===== config.mk =====
export PLATFORM = sky130hd
export DESIGN_NAME = fish_sprite_renderer
export DESIGN_NICKNAME = d
export VERILOG_FILES = /design/src/rtl/fish_pkg.sv /design/src/rtl/fish_motion_ctrl.sv /design/src/rtl/fish_sprite_renderer.sv
export SDC_FILE = /design/constraint.sdc
export NUM_CORES = 1
export LEC_CHECK = 0
export CAP_MARGIN = 30
export CORE_UTILIZATION = 47
export CTS_CLUSTER_SIZE = 14
export DETAILED_ROUTE_END_ITERATION = 6
export GPL_TIMING_DRIVEN = 1
export PLACE_DENSITY_LB_ADDON = 0.05
export SKIP_CTS_REPAIR_TIMING = 1
export SLEW_MARGIN = 20
export SYNTH_ARGS = -nofsm -noshare
export SYNTH_HDL_FRONTEND = slang
export SYNTH_SLANG_ARGS = --single-unit

===== constraint.sdc =====
create_clock -name clk -period 3.7 [get_ports clk]
set_input_delay 1.11 -clock clk [delete_from_list [all_inputs] [get_ports clk]]
set_output_delay 1.11 -clock clk [all_outputs]
set_load 0.05 [all_outputs]

===== src/rtl/fish_pkg.sv =====
// Shared types and constants for the fish sprite renderer.
// Contents: swim direction enum (also the motion FSM state), sprite and
// screen geometry, RAM word/address widths, the transparent colour key and
// the motion/animation rates.
package fish_pkg;

  localparam int FISH_W      = 64;
  localparam int FISH_H      = 32;
  localparam int FISH_FRAMES = 4;
  localparam int SCREEN_W    = 320;
  localparam int SCREEN_H    = 240;
  localparam int ADDR_WIDTH  = 16;
  localparam int DATA_WIDTH  = 12;
  localparam int FRAME_DIV   = 4;
  localparam int SPEED       = 1;
  localparam int COORD_W     = 10;

  localparam logic [DATA_WIDTH-1:0] TRANSP = 12'h0F0;

  // Words per animation frame; frame f starts at f*FRAME_WORDS.
  localparam int FRAME_WORDS = FISH_W * FISH_H;
  // Rightmost legal fish_x (sprite flush with the right screen edge).
  localparam int X_MAX       = SCREEN_W - FISH_W;
  localparam int ANIM_W      = $clog2(FISH_FRAMES);
  localparam int DIV_W       = $clog2(FRAME_DIV);

  typedef enum logic {
    SWIM_RIGHT = 1'b0,
    SWIM_LEFT  = 1'b1
  } dir_e;

  typedef logic [ADDR_WIDTH-1:0] addr_t;

endpackage


===== src/rtl/fish_motion_ctrl.sv =====
// Fish position/direction FSM plus the animation frame divider.
// Everything advances only on frame_tick.
// Ports:
//   clk, reset_n    clock, synchronous active-low reset
//   frame_tick      one-cycle pulse per video frame
//   fish_x          sprite left column
//   dir             swim direction (this is the FSM state)
//   anim_idx        current animation frame
module fish_motion_ctrl
  import fish_pkg::*;
(
  input  logic               clk,
  input  logic               reset_n,
  input  logic               frame_tick,
  output logic [COORD_W-1:0] fish_x,
  output dir_e               dir,
  output logic [ANIM_W-1:0]  anim_idx
);

  dir_e               dir_q, dir_d;
  logic [COORD_W-1:0] fish_x_q, fish_x_d;
  logic [ANIM_W-1:0]  anim_q, anim_d;
  logic [DIV_W-1:0]   div_q, div_d;
  logic [COORD_W:0]   x_plus;

  always_ff @(posedge clk) begin
    if (!reset_n) begin
      dir_q    <= SWIM_RIGHT;
      fish_x_q <= '0;
      anim_q   <= '0;
      div_q    <= '0;
    end else begin
      dir_q    <= dir_d;
      fish_x_q <= fish_x_d;
      anim_q   <= anim_d;
      div_q    <= div_d;
    end
  end

  always_comb begin
    dir_d    = dir_q;
    fish_x_d = fish_x_q;
    anim_d   = anim_q;
    div_d    = div_q;
    // One extra bit so the right-edge compare cannot wrap.
    x_plus   = {1'b0, fish_x_q} + (COORD_W+1)'(SPEED);
    if (frame_tick) begin
      case (dir_q)
        SWIM_RIGHT: begin
          if (x_plus >= (COORD_W+1)'(X_MAX)) begin
            fish_x_d = COORD_W'(X_MAX);
            dir_d    = SWIM_LEFT;
          end else begin
            fish_x_d = x_plus[COORD_W-1:0];
          end
        end
        SWIM_LEFT: begin
          if (fish_x_q <= COORD_W'(SPEED)) begin
            fish_x_d = '0;
            dir_d    = SWIM_RIGHT;
          end else begin
            fish_x_d = fish_x_q - COORD_W'(SPEED);
          end
        end
        default: dir_d = SWIM_RIGHT;
      endcase
      if (div_q == DIV_W'(FRAME_DIV-1)) begin
        div_d  = '0;
        anim_d = (anim_q == ANIM_W'(FISH_FRAMES-1)) ? '0 : anim_q + 1'b1;
      end else begin
        div_d  = div_q + 1'b1;
      end
    end
  end

  assign fish_x   = fish_x_q;
  assign dir      = dir_q;
  assign anim_idx = anim_q;

endmodule


===== src/rtl/fish_sprite_renderer.sv =====
// Fish sprite renderer: turns VGA pixel coordinates into sprite RAM
// addresses and composites the returned texel over the background using a
// colour key. The sprite RAM is external, sync read, 1-cycle latency.
// Optional build macro: FISH_MIRROR_EN -- mirror columns while swimming left.
// Handshake: pixel_tick is a valid-only strobe with no back-pressure; one
// pixel may be accepted every cycle and its result appears with rgb_valid
// two edges after the edge that sampled pixel_tick.
// Ports:
//   clk, reset_n          clock, synchronous active-low reset
//   pixel_x, pixel_y      current pixel, qualified by pixel_tick
//   frame_tick            start-of-vblank pulse, advances motion/animation
//   fish_y_base           sprite top row
//   bg_rgb                background pixel aligned with pixel_x/pixel_y
//   sram_addr, sram_en    registered sprite RAM read request
//   sram_data             sprite RAM read data
//   rgb_o, rgb_valid      composited pixel and its valid
module fish_sprite_renderer
  import fish_pkg::*;
(
  input  logic                  clk,
  input  logic                  reset_n,
  input  logic [COORD_W-1:0]    pixel_x,
  input  logic [COORD_W-1:0]    pixel_y,
  input  logic                  pixel_tick,
  input  logic                  frame_tick,
  input  logic [COORD_W-1:0]    fish_y_base,
  input  logic [DATA_WIDTH-1:0] bg_rgb,
  output logic [ADDR_WIDTH-1:0] sram_addr,
  output logic                  sram_en,
  input  logic [DATA_WIDTH-1:0] sram_data,
  output logic [DATA_WIDTH-1:0] rgb_o,
  output logic                  rgb_valid
);

  logic [COORD_W-1:0] fish_x;
  dir_e               dir;
  logic [ANIM_W-1:0]  anim_idx;

  fish_motion_ctrl u_motion (
    .clk        (clk),
    .reset_n    (reset_n),
    .frame_tick (frame_tick),
    .fish_x     (fish_x),
    .dir        (dir),
    .anim_idx   (anim_idx)
  );

  // Region test at 11 bits so fish_x+FISH_W cannot wrap.
  logic [COORD_W:0]   px_w, py_w, fx_w, fy_w;
  logic               in_reg;
  logic [COORD_W-1:0] row, col, col_eff;
  addr_t              addr;

  always_comb begin
    px_w   = {1'b0, pixel_x};
    py_w   = {1'b0, pixel_y};
    fx_w   = {1'b0, fish_x};
    fy_w   = {1'b0, fish_y_base};
    in_reg = (px_w >= fx_w) && (px_w < fx_w + (COORD_W+1)'(FISH_W)) &&
             (py_w >= fy_w) && (py_w < fy_w + (COORD_W+1)'(FISH_H));
    row    = pixel_y - fish_y_base;
    col    = pixel_x - fish_x;
  end

`ifdef FISH_MIRROR_EN
  assign col_eff = (dir == SWIM_LEFT) ? COORD_W'(FISH_W-1) - col : col;
`else
  assign col_eff = col;
  logic unused_dir;
  assign unused_dir = dir;
`endif

  // Only meaningful when in_reg; out-of-range row/col just wrap harmlessly.
  assign addr = addr_t'(anim_idx) * addr_t'(FRAME_WORDS) +
                addr_t'(row) * addr_t'(FISH_W) + addr_t'(col_eff);

  // Stage 1: RAM request; stage 2: waits for RAM data; then composite.
  logic [ADDR_WIDTH-1:0] sram_addr_q, sram_addr_d;
  logic                  sram_en_q, sram_en_d;
  logic                  v1_q, v1_d, v2_q, v2_d;
  logic                  in1_q, in1_d, in2_q, in2_d;
  logic [DATA_WIDTH-1:0] bg1_q, bg1_d, bg2_q, bg2_d;
  logic [DATA_WIDTH-1:0] rgb_q, rgb_d;
  logic                  rgb_valid_q, rgb_valid_d;

  always_ff @(posedge clk) begin
    if (!reset_n) begin
      sram_addr_q <= '0;
      sram_en_q   <= 1'b0;
      v1_q        <= 1'b0;
      v2_q        <= 1'b0;
      in1_q       <= 1'b0;
      in2_q       <= 1'b0;
      bg1_q       <= '0;
      bg2_q       <= '0;
      rgb_q       <= '0;
      rgb_valid_q <= 1'b0;
    end else begin
      sram_addr_q <= sram_addr_d;
      sram_en_q   <= sram_en_d;
      v1_q        <= v1_d;
      v2_q        <= v2_d;
      in1_q       <= in1_d;
      in2_q       <= in2_d;
      bg1_q       <= bg1_d;
      bg2_q       <= bg2_d;
      rgb_q       <= rgb_d;
      rgb_valid_q <= rgb_valid_d;
    end
  end

  always_comb begin
    sram_en_d   = pixel_tick && in_reg;
    // Address holds outside the sprite so the RAM bus stays quiet.
    sram_addr_d = sram_en_d ? addr : sram_addr_q;
    v1_d        = pixel_tick;
    in1_d       = pixel_tick && in_reg;
    bg1_d       = bg_rgb;
    v2_d        = v1_q;
    in2_d       = in1_q;
    bg2_d       = bg1_q;
    rgb_valid_d = v2_q;
    rgb_d       = rgb_q;
    if (v2_q) begin
      rgb_d = (in2_q && (sram_data != TRANSP)) ? sram_data : bg2_q;
    end
  end

  assign sram_addr = sram_addr_q;
  assign sram_en   = sram_en_q;
  assign rgb_o     = rgb_q;
  assign rgb_valid = rgb_valid_q;

endmodule


==> metrics.cfg, run 1 <==
[cts]
htreeDepth = 3
tritoncts.num_buffers = 9
clk_pin_slew_worst_paths_ns = 0.09
worstSkewPairLatency_ns = 0.35
cts.root.buffer_cell = clkbuf_8
tritoncts = yes
cts_num_sinks = 72
cts.path.max_buffers = 2

[detailed_routing]
drtIter0Drc = 200
post-route-drc-count = 0
via_per_inst = 5.45
first_pass_iters = 5
drt_wl_total_mm = 12.1
num_vias = 4294
drtAntennaViolNets = 0
detail_route.wl_per_cell_um = 15.4

[critical_path]
rrSetupSlack_ns = 0.14
cp.required_ns = 3.95
worst_setup_path_end_kind = register
startpoint_type = primary input
category_of_the_most_critical_setup_path = in -> reg
cp_max_fo = 2
critical_path_arrival_ns = 4.03

[min_path]
min-delay-path-class = reg -> reg

[timing]
rsz0062_at_grt = true
postLayoutSetupSlackWorst_ns = -0.0786
tightestPinTransition_ns = 1.05
final_max_slew_viol_count = 0
hold_slack_ns = 0.428
maxClockFrequency_mhz = 265
timing.final.hold_violations = 0
fin_worst_skew_ns = 0.0137
setup_violations = 3
min_period_over_period = 1.02
slew_headroom = 0.282
period_needed_ns = 3.78

[cells_and_area]
design.final.nets = 776
number_of_antenna_repair_diodes = 0
drive_above_1_share = 0.213
post-route-util = 0.701
areaGrowthSynthToFinish_pct = 45.6
fillerInstances = 747
mostFrequentLayoutCells = clkdlybuf4s50_1, dfxtp_1, buf_4
final_common_cell = clkdlybuf4s50_1
design_area_um2 = 6440

[yosys]
synth-seq-area-share = 0.326
syn-num-nets = 628
top_post_synthesis_cells_by_area = dfxtp_1, ha_1, a21oi_1
yosys_warnings = 0
count_of_flip_flops_with_a_built_in_enable_after_synthesis = 0
synthesis.instances = 524
synth-main-ff-cell = dfxtp_1
proportion_of_register_bits_with_asynchronous_set_or_reset_after_synthesis = 0
synth_top_area_cell = dfxtp_1
synth.distinct_cells = 51
post_synth_instance_area_um2 = 4420
yosys_register_bits = 72
synth.top_cell.area_share = 0.326
synth.avg_cell_area_um2 = 8.44

[place]
detailed_place_hpwl_mm = 8.73
port_buffers = 87
detailedPlace.worstSlack_ns = -0.886
routabilityCongestion = 0.895
placed_cell_area_um2 = 5910

[die]
die_w_um = 99.0
chipHeight_um = 99.0
coreArea_um2 = 9200
floorplan.initialDensity = 0.481
floorplan_die_area_um2 = 9800
ios = 88
core.rowCount = 35

[outcome]
outcome = finished with violations
violations = negative setup slack

[global_route]
grt_pass1_vias = 4154
grt_pass1_wl_mm = 19.4
grt_start_max_net_pins = 42
number_of_antenna_violations_at_the_first_check_in_global_routing = 0
global_route.overflow_total = 0
grt_util_all_layers = 0.248

[run]
timing.max_cap.violations = 0

[pwr]
power.density_cell_area_nw_per_um2 = 347
peakVddDrop_uv = 214
leakage_nw = 2.61
totalPowerFinal_w = 0.00224

-- logic make-up after synthesis --
| family | Yosys count | share of synthesized area |
|---|---|---|
| AOI/OAI and AO/OA | 141 | 0.202 |
| DFF | 72 | 0.326 |
| muxes | 15 | 0.0339 |
| and+or+nand+nor | 159 | 0.191 |
| adders and majority gates | 46 | 0.135 |
| xor gates and xnor gates | 29 | 0.0574 |
| buffers and inverters | 62 | 0.0540 |
-- Yosys cell counts (2+ instances only) --
library cell and number:
a311oi_1 8, o21ai_1 5, buf_2 5, nor3_1 15, or2_2 2, or4_1 4
clkbuf_1 17, o32ai_1 2, mux2i_1 15, a21oi_1 46, fa_1 3, and4_1 2
a21o_1 4, a31oi_1 6, xor2_1 7, and2_1 31, nor2b_1 7, nor4b_1 2
nand4_1 5, a211oi_1 16, nor4_1 2, or3_1 2, dfxtp_1 72, nor2_1 33
o31a_1 3, inv_1 39, o21a_1 4, o211ai_1 3, nor3b_1 2, ha_1 43
nand3_1 22, o221a_2 2, xnor2_1 22, o21ai_0 32, nand2b_1 7, nand2_1 19
-- sequential cells by signal (all words and copies together) (netlist names) --
signal and cells:
rgb_valid_d 1, u_motion.fish_x 10, in2_q 1, u_motion.div_q 2, rgb_o 12, in1_q 1
v1_q 1, rgb_valid 1, u_motion.anim_idx 2, u_motion.dir 1, bg1_q 12, bg2_q 12
sram_addr 16
-- routing by layer --
metal | GRT usage | up-vias | part of all wire
met4 | 0.0586 | 0 | 0.012
met2 | 0.436 | 109 | 0.50
met3 | 0.0390 | 14 | 0.043
met5 | 0 | - | 0
li1 | - | 2170 | -
met1 | 0.319 | 2001 | 0.45
-- report_power, final --
| part | internal, W | total [W] | leakage, nW | switching [W] |
|---|---|---|---|---|
| Sequential | 0.000803 | 0.000823 | 0.588 | 0.0000197 |
| Combinational | 0.000365 | 0.000712 | 1.91 | 0.000347 |
| Clock | 0.000384 | 0.000701 | 0.107 | 0.000317 |
| Total | 0.00155 | 0.00224 | 2.61 | 0.000684 |
-- worst max-delay path, stage by stage --
cell and delay, ns:
buf_6 0.09, buf_6 0.12, inv_12 0.04, ha_4 0.12, buf_4 0.11, nor2b_4 0.04
o211ai_1 0.20, a31oi_1 0.14, o21ai_1 0.18, nand2b_1 0.10, buf_4 0.15, xor2_2 0.22
inv_2 0.06, fa_2 0.35, nor2b_1 0.11, o21ai_1 0.07, nand2b_1 0.14, nand4_1 0.14
a21oi_2 0.18, xnor2_1 0.08, a311oi_1 0.25
-- metrics by stage --
stage,cells,TNS [ns]
after floorplan,524,-0.0984
after global placement,763,-6.04
after detailed placement,763,-7.36
after CTS,779,-2.62
after global routing,788,-0.687
final,788,-0.118
-- final timing paths --
path / from / to / cells past startpoint
max: pixel_x[0] / sram_addr[14]$_SDFFE_PN0P_ / 21
max reg2reg: u_motion.fish_x[1]$_SDFFE_PN0P_ / sram_addr[14]$_SDFFE_PN0P_ / 18
min: bg1_q[11]$_SDFF_PN0_ / bg2_q[11]$_SDFF_PN0_ / 1
min reg2reg: bg1_q[11]$_SDFF_PN0_ / bg2_q[11]$_SDFF_PN0_ / 1
-- cell type report --
class                           count  area (um2)  share of cell area
Multi-Input combinational cell    390        3000               0.466
Timing Repair Buffer              159        1480               0.229
Sequential cell                    72        1440               0.224
Inverter                           40         163              0.0252
Tap cell                          111         139              0.0216
Clock buffer                       10         128              0.0198
Clock inverter                      6        93.8              0.0146
No activity file was read; power rests on OpenSTA's default activity.
==> run 2: changes to the inputs <==
- SETUP_SLACK_MARGIN: default -> 0.2
==> metrics.cfg, run 2 (same netlist as run 1, synthesis figures left out) <==
[detailed_routing]
post-route-drc-count = 0  ; unchanged
drt_wl_total_mm = 12.1  ; -0.35%
num_vias = 4389  ; +2.2%
drtAntennaViolNets = 0  ; unchanged
via_per_inst = 5.56  ; +2.1%
drtIter0Drc = 151  ; -25%
first_pass_iters = 4  ; -1
detail_route.wl_per_cell_um = 15.3  ; -0.47%

[critical_path]
worst_setup_path_end_kind = register
critical_path_arrival_ns = 4.07  ; +0.04 ns
path_cells = buf_6 -> buf_6 -> inv_12 -> ha_4 -> fa_2 -> nor2b_1 -> o21ai_1 -> nand2b_1 -> a21o_1 -> a21oi_2 -> xnor2_2 -> ha_2 -> inv_2 -> fa_2 -> nor2b_1 -> o21ai_1 -> nand2b_1 -> buf_4 -> a31oi_2 -> xnor2_1 -> nand3_1 -> a21oi_2
timing.critical_path.slowest_cell_delay_ns = 0.33  ; -0.02 ns
cp_max_fo = 2  ; unchanged
category_of_the_most_critical_setup_path = in -> reg
startpoint_type = primary input
cp.required_ns = 3.97  ; +0.02 ns
worst_path_max_delay_cell = fa_2

[timing]
postLayoutSetupSlackWorst_ns = -0.0971  ; -0.0185 ns
maxClockFrequency_mhz = 263  ; -0.49%
fin_worst_skew_ns = 0.0101  ; -0.00361 ns
final_max_slew_viol_count = 0  ; unchanged
rsz0062_at_grt = true
slew_headroom = 0.435  ; +0.153
setup_violations = 4  ; +1
hold_slack_ns = 0.432  ; +0.00310 ns
finalSetupTns_ns = -0.321  ; -0.203 ns
tightestPinTransition_ns = 0.846  ; -0.204 ns
period_needed_ns = 3.80  ; +0.0185 ns
timing.final.hold_violations = 0  ; unchanged
min_period_over_period = 1.03  ; +0.00499

[die]
chipHeight_um = 99.0  ; unchanged
floorplan_die_area_um2 = 9800  ; unchanged
coreArea_um2 = 9200  ; unchanged
die_w_um = 99.0  ; unchanged
core.rowCount = 35  ; unchanged
floorplan.initialDensity = 0.481  ; unchanged
ios = 88  ; unchanged

[cells_and_area]
largest_reg_flops = 16  ; unchanged
post-route-util = 0.707  ; +0.00694
areaGrowthSynthToFinish_pct = 47.1
fillerInstances = 742  ; -0.67%
number_of_antenna_repair_diodes = 0  ; unchanged
sequential_cell_area_um2 = 1440  ; unchanged
design_area_um2 = 6510  ; +0.99%
multiInputGateArea_um2 = 3020  ; +0.50%
drive_above_1_share = 0.215  ; +0.00264
final_common_cell = clkdlybuf4s50_1
design.final.nets = 777  ; +0.13%
mostFrequentLayoutCells = clkdlybuf4s50_1, dfxtp_1, buf_4

[min_path]
min-delay-path-class = reg -> reg

[outcome]
outcome = finished with violations
violations = negative setup slack

[place]
detailedPlace.worstSlack_ns = -0.831  ; +0.0545 ns
placed_cell_area_um2 = 5880  ; -0.51%
port_buffers = 87  ; unchanged
routabilityCongestion = 0.892  ; -0.34%
detailed_place_hpwl_mm = 8.79  ; +0.79%

[pwr]
peakVddDrop_uv = 276  ; +29%
power.density_cell_area_nw_per_um2 = 355  ; +2.2%
leakage_nw = 2.65  ; +1.7%

[run]
timing.max_cap.violations = 0  ; unchanged

[global_route]
grt_pass1_wl_mm = 18.9  ; -2.9%
grt_pass1_vias = 4123  ; -0.75%
grt_util_all_layers = 0.239  ; -0.00930
global_route.overflow_total = 0  ; unchanged
grt_start_max_net_pins = 42  ; unchanged
number_of_antenna_violations_at_the_first_check_in_global_routing = 0  ; unchanged

[cts]
tritoncts.num_buffers = 9  ; unchanged
clk_pin_slew_worst_paths_ns = 0.08  ; about the same
worstSkewPairLatency_ns = 0.33  ; -0.02 ns
cts_num_sinks = 72  ; unchanged
htreeDepth = 3  ; unchanged
tritoncts = yes
cts.root.buffer_cell = clkbuf_8
cts.path.max_buffers = 2  ; unchanged

==> run 2: cell count changes in the layout (fill, tap and decap cells not counted), sizes merged <==
| cell | before | now |
|---|---|---|
| clkbuf | 10 | 12 |
| clkdlybuf4s50 | 76 | 74 |
| dlymetal6s2s | 9 | 11 |
| clkinv | 3 | 0 |
| bufinv | 2 | 3 |
| buf | 74 | 73 |
| inv | 40 | 42 |
==> run 2: area by class of cell <==
type	count	share of cell area
timing repair buffer	160	0.231
tap	111	0.0213
clock buffer	10	0.0196
clock inverter	6	0.0177
inverter	40	0.0250
sequential	72	0.222
multi-input combinational	390	0.464
==> run 2: worst max-delay path, delay by kind of cell <==
kind,cells,cell delay (ns)
adder cells (fa/ha/maj),4,0.86
AO/OA/AOI/OAI,6,0.82
AND/OR/NAND/NOR,5,0.49
buffers and inverters,5,0.42
XOR/XNOR,2,0.34
==> run 2: worst paths after layout <==
path                                                    to  cells past startpoint  slack (ns)                             from
worst max-delay path            sram_addr[12]$_SDFFE_PN0P_                     22        -0.1                       pixel_x[0]
worst min-delay path                  bg2_q[11]$_SDFF_PN0_                      1        0.43             bg1_q[11]$_SDFF_PN0_
worst max register to register  sram_addr[12]$_SDFFE_PN0P_                     18        0.15  u_motion.fish_x[1]$_SDFFE_PN0P_
worst min register to register        bg2_q[11]$_SDFF_PN0_                      1        0.43             bg1_q[11]$_SDFF_PN0_
==> run 2: stage by stage <==
step                      std cells  power [W]
after detailed placement        759    0.00146
final                           789    0.00231
after global routing            789    0.00242
after global placement          759    0.00145
after floorplan                 524    0.00119
after CTS                       775    0.00222
==> run 2: power breakdown <==
group	leakage, nW	switching, W	total (W)	internal (W)
Combinational	1.94	0.000346	0.000720	0.000374
Clock	0.117	0.000311	0.000764	0.000453
Sequential	0.588	0.0000195	0.000823	0.000803
==> run 2: layer usage <==
layer	routed length, um	GRT usage
met1	5360	0.301
met2	6080	0.422
met3	430	0.0348
met4	221	0.0712
met5	0	0
